**src/rtl/regfile_mp_sb.sv**
```systemverilog
// Multi-port register file with two write-back ports, optional write-to-read bypass
// and a per-register busy scoreboard for RAW hazard detection at decode.
module regfile_mp_sb #(
  parameter int                DATA_W  = 32,
  parameter int                ADDR_W  = 5,
  parameter int                NUM_RD  = 2,
  parameter int                BYPASS  = 1,
  parameter int                GP_IDX  = 28,
  parameter logic [DATA_W-1:0] GP_INIT = 32'h0000_1800,
  parameter int                SP_IDX  = 29,
  parameter logic [DATA_W-1:0] SP_INIT = 32'h0000_2ffc,
  localparam int               DEPTH   = 2**ADDR_W
) (
  input  logic                     clk,
  input  logic                     rst,
  input  logic [NUM_RD*ADDR_W-1:0] rd_addr,
  output logic [NUM_RD*DATA_W-1:0] rd_data,
  output logic [NUM_RD-1:0]        rd_busy,
  input  logic                     w0_en,
  input  logic [ADDR_W-1:0]        w0_addr,
  input  logic [DATA_W-1:0]        w0_data,
  input  logic                     w1_en,
  input  logic [ADDR_W-1:0]        w1_addr,
  input  logic [DATA_W-1:0]        w1_data,
  input  logic                     iss_en,
  input  logic [ADDR_W-1:0]        iss_addr,
  input  logic                     sb_flush,
  output logic [DEPTH-1:0]         busy_vec
);

  logic [DATA_W-1:0] mem_reg [DEPTH];
  logic [DEPTH-1:0]  busy_reg;
  logic [DEPTH-1:0]  busy_next;
  logic [DEPTH-1:0]  clr;

  // Entry 0 is never written, so it keeps its reset value of zero.
  always_ff @(posedge clk or posedge rst) begin
    if (rst) begin
      for (int i = 0; i < DEPTH; i++) begin
        if (i == GP_IDX)
          mem_reg[i] <= GP_INIT;
        else if (i == SP_IDX)
          mem_reg[i] <= SP_INIT;
        else
          mem_reg[i] <= '0;
      end
      busy_reg <= '0;
    end else begin
      if (w0_en && w0_addr != '0)
        mem_reg[w0_addr] <= w0_data;
      // Later assignment gives the MEM port priority on an index collision.
      if (w1_en && w1_addr != '0)
        mem_reg[w1_addr] <= w1_data;
      busy_reg <= busy_next;
    end
  end

  always_comb begin
    clr       = '0;
    busy_next = '0;
    for (int i = 0; i < DEPTH; i++) begin
      clr[i] = (w0_en && w0_addr == ADDR_W'(i)) || (w1_en && w1_addr == ADDR_W'(i));
    end
    // Issue is OR-ed in last so a new producer outranks both flush and write-back.
    for (int i = 1; i < DEPTH; i++) begin
      busy_next[i] = ((sb_flush ? 1'b0 : (busy_reg[i] & ~clr[i]))
                      | (iss_en && iss_addr == ADDR_W'(i)));
    end
  end

  assign busy_vec = busy_reg;

  genvar gi;
  generate
    for (gi = 0; gi < NUM_RD; gi++) begin : g_rd
      logic [ADDR_W-1:0] addr;
      logic [DATA_W-1:0] data;

      assign addr = rd_addr[gi*ADDR_W +: ADDR_W];

      always_comb begin
        data = mem_reg[addr];
        if (BYPASS != 0 && w0_en && w0_addr == addr)
          data = w0_data;
        if (BYPASS != 0 && w1_en && w1_addr == addr)
          data = w1_data;
        if (addr == '0)
          data = '0;
      end

      assign rd_data[gi*DATA_W +: DATA_W] = data;
      assign rd_busy[gi] = (addr != '0) && busy_reg[addr]
                           && ((BYPASS != 0) ? !clr[addr] : 1'b1);
    end
  endgenerate

endmodule

```
**config.mk**
```make
export PLATFORM = sky130hd
export DESIGN_NAME = regfile_mp_sb
export DESIGN_NICKNAME = d
export VERILOG_FILES = /design/src/rtl/regfile_mp_sb.sv
export SDC_FILE = /design/constraint.sdc
export NUM_CORES = 2
export LEC_CHECK = 0
export BUFFER_PORTS_ARGS = -buffer_cell sky130_fd_sc_hd__buf_4
export CORE_MARGIN = 4
export CORE_UTILIZATION = 60
export DETAILED_ROUTE_END_ITERATION = 7
export GPL_ROUTABILITY_DRIVEN = 0
export HOLD_SLACK_MARGIN = 0.15
export PLACE_DENSITY_LB_ADDON = 0.25
export SLEW_MARGIN = 20
export SYNTH_ARGS = -nofsm -noshare
export SYNTH_HDL_FRONTEND = slang
export SYNTH_SLANG_ARGS = --single-unit
```
**constraint.sdc**
```tcl
create_clock -name clk -period 42.9 [get_ports clk]
set_input_delay 4.29 -clock clk [delete_from_list [all_inputs] [get_ports clk]]
set_output_delay 4.29 -clock clk [all_outputs]
set_load 0.02 [all_outputs]
```
==> metrics <==
Initial DRT Pass Iterations=8; CTS Sinks=1055; capture point of the worst path=rd_data[15]; static leakage=31.5 nW; Die Outline Area=0.117 mm²; count of mapped cells out of synthesis=6132; number of violations reported at the end of detailed-routing iteration 0=8487; worst slack at placement=29050 ps; CTS root buffer=clkbuf_16; violations in the final reports=DRC; cell with the most instances on the worst path=buf_4; post-placement cell area=0.0682 mm²; startpoint type of the worst setup path=input port; initial antenna violation count=9; CORE AREA=0.111 mm²; final worst-path setup slack=29060 ps; endpoint of the lowest-slack register-to-register path=mem_reg[467]$_DFF_PP0_; post-synthesis adder-cell area fraction=0; startpoint of the worst setup timing path=rd_addr[0]; Slew headroom=0.139; area share of the largest cell type after synthesis=0.390; DRC violation count after routing=2; clock tree from TritonCTS=done; origin of the critical flop-to-flop path=mem_reg[467]$_DFF_PP0_; number of post-CTS setup repair buffers=0; share of synthesized flip-flops with an asynchronous set or reset=1.00; max reg flops=1024; CP required=38610 ps; number of cells in the finished layout apart from fillers=7327; stage delay of the slowest cell on the critical path=830 ps; width of the die=342 µm; starting density of the core=0.605; time the final worst path needs with I/O delays and setup=13840 ps; Reg2Reg Depth=2; total global routing overflow=0; layout cell share with drive strength beyond 1=0.213; final-layout setup total negative slack=0 ps; quantity of hold-fixing buffers added after cts=0; status=complete, but fails checks; predominant post-synthesis flop cell=dfrtp_1; cell count after placement=7100; number of max-slew violations in the final report=0; Inserted Clock Buffers=113; Clock H-tree levels=3; pin count of the biggest net entering global routing=179; MaxCap Viol Count=0; height of the die=342 µm; detailed placement HPWL=128000 µm; Skew-Pair Late Insertion Delay=710 ps; hold violation count in the final report=0; count of different cell masters after synthesis=66; total via count after detailed routing=53500; complex-gate fraction of the synthesized area=0.0972; mux contribution to synthesized area=0.373; parity-gate share of the synthesized area counting xor and xnor cells=0.00262; met1 usage=0.542; design area=0.0724 mm²; total routing usage reported by global routing=0.412; Resized cells post-CTS=0; cell-by-cell trace of the critical path=buf_8 -> buf_4 -> buf_4 -> buf_4 -> mux4_2 -> mux4_2 -> nand2_1 -> nand3_1 -> o211ai_1 -> nand2_1 -> buf_4; reg-to-reg setup timing slack=41980 ps; Post-Synth Simple-Gate Area=0.0803; warning count from the yosys run=0; largest cells by area after synthesis=dfrtp_1 (39%), mux4_2 (22%), mux2i_1 (15%); vias in the first global route=52100; minimum hold slack=395 ps; deepest clock path buffer count=3; crit path capture type=primary output; global routing met2 resource utilization=0.604; WL per Instance=33.0 µm; sequential element share of the synthesized area=0.395; post-synthesis sequential element count=1055; most common cell after layout, fill and taps aside=dfrtp_1; Port Buf Inserts=191; slowest cell on the critical path=buf_4; top library cells by usage in the layout, fill and taps aside=dfrtp_1 (1042), mux2i_1 (1007), nand2_1 (736), mux4_2 (661), o21ai_0 (645); CP Class=input port to primary output; GR peak layer=met2; final setup violation count=0; Post-synth EDFFs=0; Clk pin slew, worst setup/hold paths=60 ps; worst setup skew after layout=0 ps; Synthesized Nets=6227; Max Fanout on Critical Path=73; routed wire length=242000 µm; crit path DAT=9550 ps; Max Fclk=72.3 MHz; PwrDens=47.3 mW/mm²; Avg Synthesized Cell Area=10.9 µm²; actual slew at the worst max-slew pin=1290 ps; number of nets in the finished design=5824; detailed-route vias per instance=7.30; antenna viol nets, final=0; post-synthesis cell area=0.0669 mm²; top cell type by total area after synthesis=dfrtp_1; area delta synth->final=8.17%; maximum VDD drop=0.0000333 V; largest family of logic cells by synthesized area=multiplexers; # rows=122; # IOs=193; global-route wire length before repair=356000 µm; Final period util=0.323; worst hold path stage count=0; unrepaired setup endpoints after global routing=false; path type of the worst min-delay path=flop to flop; met3 track utilization from global routing=0.130
synth_stat cells (3+ instances only):
library cell  count
nand4b_1          8
o21ai_0         645
xor2_1           16
xnor2_1           4
nor2b_1          16
nand3b_1          9
a211oi_1          3
nor4_1            5
buf_4            19
nand2b_1         11
buf_6             5
dfrtp_1        1042
buf_2           127
o32ai_1          21
a22oi_1           6
o22ai_1          13
mux2i_1        1007
a31oi_1           4
and2_1            3
a21oi_1         427
clkbuf_1        511
nor3_1            3
nor4b_1           3
o211ai_1         35
nand2_1         748
nand3_1          46
clkbuf_2         28
mux4_2          661
or2_2            12
inv_1            31
o21ai_1           3
nor2_1          433
dfstp_2          13
or3_1             4
nand4_1           5
a222oi_1         11
buf_1           121
a21o_1           32
nand4bb_1         4
through the flow:
stage	util	total power (W)
after floorplan	-	0.00207
after global placement	0.616	0.00227
after detailed placement	0.616	0.00233
after CTS	0.653	0.00341
after global routing	0.654	0.00357
final	0.654	0.00343
logic make-up (layout without fill, tap and decap cells):
family	count (synthesis)	count (layout)
simple gates	1326	1326
compound gates	1217	1217
flops	1055	1055
buf+inv	844	539
other cells	1	13
mux	1669	1669
xor+xnor	20	20
worst max-delay path, delay by kind of cell:
kind                   cells  cell delay (ps)
AND/OR/NAND/NOR            3              450
multiplexers               2             1090
buffers and inverters      5             3300
AO/OA/AOI/OAI              1              210
power by group:
group / switching (W) / internal, W
combinational: 0.000401 / 0.000486
sequential: 0.000199 / 0.00125
clock: 0.000442 / 0.000654
layer usage:
layer	share of wire	routed length (µm)
met5	0.000079	19
met4	0.075	18100
met3	0.14	34800
met2	0.44	105000
met1	0.35	83500
worst min-delay path by stage:
stage                            startpoint                      end  slack, ps
floorplan           mem_reg[1000]$_DFF_PP0_  mem_reg[1000]$_DFF_PP0_        440
global placement    mem_reg[1000]$_DFF_PP0_  mem_reg[1000]$_DFF_PP0_        380
detailed placement  mem_reg[1008]$_DFF_PP0_  mem_reg[1008]$_DFF_PP0_        380
CTS                 mem_reg[1008]$_DFF_PP0_  mem_reg[1008]$_DFF_PP0_        400
global route        mem_reg[1020]$_DFF_PP0_  mem_reg[1020]$_DFF_PP0_        410
finish              mem_reg[1008]$_DFF_PP0_  mem_reg[1008]$_DFF_PP0_        400
final cells by class:
cell class	count	area, µm²
Sequential cell	1055	26400
Fill cell	8376	38300
Tap cell	1488	1860
Timing Repair Buffer	293	2310
Clock inverter	56	842
Multi-Input combinational cell	4233	37500
Clock buffer	157	3280
Inverter	33	136
Antenna cell	12	30.0
(Power assumes the default switching activity.)
